File: config.mk
export PLATFORM = sky130hd
export DESIGN_NAME = vram_frame_reader
export DESIGN_NICKNAME = d
export VERILOG_FILES = /design/src/rtl/vram_frame_reader.sv
export SDC_FILE = /design/constraint.sdc
export NUM_CORES = 1
export LEC_CHECK = 0
export ABC_AREA = 1
export ABC_CLOCK_PERIOD_IN_PS = 3200
export BUFFER_PORTS_ARGS = -buffer_cell sky130_fd_sc_hd__buf_2
export CAP_MARGIN = 0
export CORE_UTILIZATION = 45
export CTS_CLUSTER_SIZE = 20
export DETAILED_ROUTE_END_ITERATION = 6
export GPL_ROUTABILITY_DRIVEN = 0
export PLACE_DENSITY = 0.69
export SYNTH_ARGS = -nofsm -noshare
export SYNTH_HDL_FRONTEND = slang
export SYNTH_SLANG_ARGS = --single-unit
File: constraint.sdc
create_clock -name clk -period 3.2 [get_ports clk]
set_input_delay 0.64 -clock clk [delete_from_list [all_inputs] [get_ports clk]]
set_output_delay 0.64 -clock clk [all_outputs]
set_load 0.005 [all_outputs]
File: src/rtl/vram_frame_reader.sv
// Raster-order VRAM window scan-out: one read per pixel, 2-entry skid FIFO,
// valid/ready pixel stream with last flag and a one-cycle done pulse.
module vram_frame_reader #(
  parameter int unsigned ADDR_W    = 32,
  parameter int unsigned PIX_W     = 8,
  parameter int unsigned DIM_W     = 16,
  parameter int unsigned STRIDE    = 256,
  parameter int unsigned BASE_ADDR = 0
) (
  input  logic              clk,
  input  logic              reset,
  input  logic              start,
  input  logic [DIM_W-1:0]  win_x,
  input  logic [DIM_W-1:0]  win_y,
  input  logic [DIM_W-1:0]  win_w,
  input  logic [DIM_W-1:0]  win_h,
  output logic              vram_rd,
  output logic [ADDR_W-1:0] vram_addr,
  input  logic [PIX_W-1:0]  vram_data,
  output logic [PIX_W-1:0]  pix_data,
  output logic              pix_valid,
  input  logic              pix_ready,
  output logic              pix_last,
  output logic              busy,
  output logic              done
);

  typedef enum logic [1:0] {StIdle, StRun, StDrain, StDone} state_e;

  state_e            state_q;
  logic [DIM_W-1:0]  win_x_q, win_w_q, win_h_q;
  logic [DIM_W-1:0]  col_q, row_q;
  logic [ADDR_W-1:0] row_base_q;
  logic              inflight_q, inflight_last_q;
  logic [PIX_W-1:0]  fifo_data_q [2];
  logic [1:0]        fifo_last_q;
  logic              wr_ptr_q, rd_ptr_q;
  logic [1:0]        count_q;

  logic              pop, issue, col_end, last_rd;
  logic [2:0]        occ;

  always_comb begin
    pix_valid = (count_q != 2'd0);
    pop       = pix_valid & pix_ready;
    // Stored plus outstanding, minus what leaves this cycle, must stay below 2.
    occ       = {1'b0, count_q} + {2'b0, inflight_q};
    issue     = (state_q == StRun) && (occ < (3'd2 + {2'b0, pop}));
    col_end   = (col_q == win_w_q - DIM_W'(1));
    last_rd   = col_end && (row_q == win_h_q - DIM_W'(1));
    vram_rd   = issue;
    vram_addr = issue ? (row_base_q + ADDR_W'(win_x_q) + ADDR_W'(col_q)) : '0;
    pix_data  = pix_valid ? fifo_data_q[rd_ptr_q] : '0;
    pix_last  = pix_valid & fifo_last_q[rd_ptr_q];
    busy      = (state_q != StIdle);
    done      = (state_q == StDone);
  end

  always_ff @(posedge clk) begin
    if (reset) begin
      state_q         <= StIdle;
      win_x_q         <= '0;
      win_w_q         <= '0;
      win_h_q         <= '0;
      col_q           <= '0;
      row_q           <= '0;
      row_base_q      <= '0;
      inflight_q      <= 1'b0;
      inflight_last_q <= 1'b0;
      for (int i = 0; i < 2; i++) fifo_data_q[i] <= '0;
      fifo_last_q     <= '0;
      wr_ptr_q        <= 1'b0;
      rd_ptr_q        <= 1'b0;
      count_q         <= '0;
    end else begin
      inflight_q      <= issue;
      inflight_last_q <= issue & last_rd;
      if (inflight_q) begin
        fifo_data_q[wr_ptr_q] <= vram_data;
        fifo_last_q[wr_ptr_q] <= inflight_last_q;
        wr_ptr_q              <= ~wr_ptr_q;
      end
      if (pop) rd_ptr_q <= ~rd_ptr_q;
      count_q <= count_q + {1'b0, inflight_q} - {1'b0, pop};

      unique case (state_q)
        StIdle: begin
          if (start) begin
            win_x_q    <= win_x;
            win_w_q    <= win_w;
            win_h_q    <= win_h;
            col_q      <= '0;
            row_q      <= '0;
            row_base_q <= ADDR_W'(BASE_ADDR) + ADDR_W'(win_y) * ADDR_W'(STRIDE);
            state_q    <= ((win_w == '0) || (win_h == '0)) ? StDone : StRun;
          end
        end
        StRun: begin
          if (issue) begin
            if (last_rd) begin
              state_q <= StDrain;
            end else if (col_end) begin
              col_q      <= '0;
              row_q      <= row_q + DIM_W'(1);
              row_base_q <= row_base_q + ADDR_W'(STRIDE);
            end else begin
              col_q <= col_q + DIM_W'(1);
            end
          end
        end
        StDrain: if (pop && pix_last) state_q <= StDone;
        StDone:  state_q <= StIdle;
        default: state_q <= StIdle;
      endcase
    end
  end

endmodule

==> flow_metrics.env <==
export IMPL_outcome="finished, violations left"
export IMPL_failed_checks="negative setup slack"
export IMPL_syn_avg_cell_area_um2=6.41
export IMPL_vias_per_cell=5.25
export IMPL_core_area_um2=20300
export IMPL_ant_nets=0
export IMPL_clockRootBuffer="clkbuf_16"
export IMPL_initial_core_util=0.460
export IMPL_via_count=9934
export IMPL_pwr_density_cell_nw_per_um2=865
export IMPL_synth_distinct_cells=41
export IMPL_max_freq_ghz=0.276
export IMPL_netlist_area_um2=9350
export IMPL_cts_max_level=4
export IMPL_drcViolationCount=0
export IMPL_cts_tree="yes"
export IMPL_final_hold_viol_count=0
export IMPL_chipWidth_um=146
export IMPL_die_area_um2=21300
export IMPL_fin_nets=1732
export IMPL_ys_ff_latch=131
export IMPL_io_pins=121
export IMPL_gr_total_overflow=0
export IMPL_routed_wl_mm=27.9
export IMPL_cap_violations=0
export IMPL_grt_max_degree=71
export IMPL_synth_edff_count=16
export IMPL_critical_path_startpoint="win_x_q[13]"
export IMPL_crit_path_start_kind="flop"
export IMPL_clkTransAtPathRegs_ns=0.06
export IMPL_grt_use_met2=0.408
export IMPL_r2r_end="col_q[13]"
export IMPL_final_cell_mix="nand2_1 (326), nor2_1 (261), inv_1 (133)"
export IMPL_syn2layout_area_growth_pct=24.7
export IMPL_worst_endpoint_arrival_ns=2.98
export IMPL_placedCellCount=1850
export IMPL_rows=52
export IMPL_power_leakage_nw=5.19
export IMPL_worstPathMaxFanout=4
export IMPL_grt_antenna_before_repair=0
export IMPL_grt_total_usage=0.260
export IMPL_ir_drop_uv=540
export IMPL_netlist_instances=1457
export IMPL_portBuffers=120
export IMPL_grt_use_met1=0.362
export IMPL_busiest_layer="met2"
export IMPL_r2r_slack_ns=0.50
export IMPL_slew_violations=0
export IMPL_clockBufferDepth=2
export IMPL_fin_skew_ns=0.0108
export IMPL_grt_pass1_vias=9087
export IMPL_drtIter0Drc=758
export IMPL_required_ns=2.56
export IMPL_timing_final_crit_share=1.13
export IMPL_ys_flop_type="dfxtp_1"
export IMPL_min_period_ns=3.62
export IMPL_cts_sinks=131
export IMPL_setup_violations_final=22
export IMPL_worst_slew_pin_slew_ns=0.740
export IMPL_cp_end_kind="output pin"
export IMPL_dr_pass1_iters=5
export IMPL_slew_headroom=0.506
export IMPL_cts_buffers=17
export IMPL_async_flop_share=0
export IMPL_avgRoutedWirePerCell_um=14.8
export IMPL_clock_latency_ns=0.43
export IMPL_rsz0062_at_grt="true"
export IMPL_yosysSeqAreaShare=0.298
export IMPL_grt_pass1_wl_mm=44.9
export IMPL_p_total_mw=10.1
export IMPL_fin_ws_ns=-0.417
export IMPL_dp_hpwl_mm=19.7
export IMPL_use_met3=0.0484
export IMPL_final_common_cell="nand2_1"
export IMPL_crit_end="vram_addr[28]"
export IMPL_die_h_um=146
export IMPL_yosys_warnings=0
export IMPL_drive_gt1_frac=0.204
export IMPL_reg2regPathDepth=17
export IMPL_antenna_cells=0
export IMPL_synth_nets=1580
export IMPL_path_class="flop to output pin"
export IMPL_finalNonFillerCells=1892
export IMPL_regToRegStartpoint="win_w_q[0]"
export IMPL_min_path_type="input port to flop"
==> worst min-delay path by stage <==
stage / cells after the start / end / from / slack, ns
2_1_floorplan: 2 / fifo_last_q[0] / fifo_last_q[0] / 0.45
3_3_place_gp: 2 / fifo_last_q[0] / fifo_last_q[0] / 0.47
3_5_place_dp: 2 / fifo_last_q[1] / fifo_last_q[1] / 0.47
4_1_cts: 3 / win_x_q[0] / win_x[0] / 0.45
5_1_grt: 3 / win_x_q[2] / win_x[2] / 0.47
6_report: 3 / win_x_q[0] / win_x[0] / 0.45
==> synthesized netlist by cell type, types with 3 or more instances <==
cell | instances | share of area
nor4_1 | 13 | 0.0087
clkbuf_1 | 36 | 0.014
a21oi_1 | 94 | 0.050
buf_2 | 9 | 0.0048
xor2_1 | 55 | 0.052
dfxtp_1 | 115 | 0.25
nor2_4 | 3 | 0.0036
buf_6 | 3 | 0.0036
nand3b_1 | 7 | 0.0056
edfxtp_1 | 16 | 0.051
xnor2_1 | 19 | 0.018
nor3_1 | 34 | 0.018
buf_1 | 4 | 0.0016
inv_2 | 10 | 0.0040
nand3_1 | 63 | 0.034
o21ai_0 | 96 | 0.051
nor2_1 | 267 | 0.11
nand4_1 | 48 | 0.032
a31oi_1 | 4 | 0.0027
fa_1 | 9 | 0.019
inv_1 | 133 | 0.053
ha_1 | 38 | 0.051
o22ai_1 | 3 | 0.0020
nand2_1 | 340 | 0.14
nor2_2 | 7 | 0.0047
o21ai_1 | 5 | 0.0027
nand2_2 | 4 | 0.0027
==> cell families (layout without fill, tap and decap cells) <==
family                     Yosys count  after routing  synth area share
DFF                                131            131             0.298
and+or+nand+nor                    793            793             0.360
buffers and inverters              199            364            0.0838
xor gates and xnor gates            74             74            0.0693
adders and majority gates           47             47            0.0701
AOI/OAI and AO/OA                  211            211             0.117
muxes                                2              2           0.00214
==> area by class of cell <==
type,count,area [µm²]
Inverter,145,547
Tap cell,270,338
Sequential cell,131,2800
Timing Repair Buffer,187,1160
Clock inverter,14,154
Multi-Input combinational cell,1127,6220
Clock buffer,18,429
Fill cell,1965,8650
==> where the power goes <==
part           switching (mW)  internal, mW  total, mW
clock                   0.817          1.16       1.97
sequential              0.394          2.06       2.45
combinational            3.45          2.20       5.65
total                    4.66          5.41       10.1
==> repair_timing <==
action | 4_1_cts | 5_1_grt
pin swaps | 38 | 32
setup buffers | 7 | 4
hold endpoints to repair | 0 | 0
resized for setup | 69 | 57
endpoints found under the setup margin | 25 | 26
gates cloned | 0 | 0
hold buffers | 0 | 0
==> metal layers <==
layer  vias to the layer above  part of all wire
met5                         -                 0
met4                         0             0.019
met3                        42             0.073
met2                       359              0.44
met1                      4495              0.47
li1                       5038                 -
==> stage by stage <==
step / setup TNS [ns] / utilization / worst slack (ns) / instance area (µm²) / hold slack (ns)
finish: -5.92 / 0.574 / -0.417 / 11700 / 0.455
global route: -8.67 / 0.574 / -0.543 / 11700 / 0.475
CTS: -5.54 / 0.562 / -0.351 / 11400 / 0.451
detailed placement: -0.596 / 0.517 / -0.101 / 10500 / 0.469
global placement: -0.312 / 0.517 / -0.0596 / 10500 / 0.466
floorplan: 0 / - / 0.137 / 9350 / 0.448
==> registers in the layout (all words and copies together) (netlist names), named ones only <==
register / cells
row_base_q: 24
col_q: 16
fifo_data_q: 16
row_q: 16
win_h_q: 16
win_w_q: 16
win_x_q: 16
count_q: 2
fifo_last_q: 2
state_q: 2
inflight_last_q: 1
inflight_q: 1
rd_ptr_q: 1
wr_ptr_q: 1
==> critical path: stages, from the launching register on <==
cell	delay, ns
dfxtp_2	0.33
fa_1	0.53
ha_4	0.33
nand2_4	0.07
nor2_4	0.12
buf_4	0.12
a21oi_2	0.05
o21ai_2	0.08
nand2_1	0.07
o211ai_1	0.22
nand2_2	0.17
o21ai_1	0.16
nand2_1	0.07
nor2_1	0.10
buf_2	0.12
(Power assumes the default switching activity.)
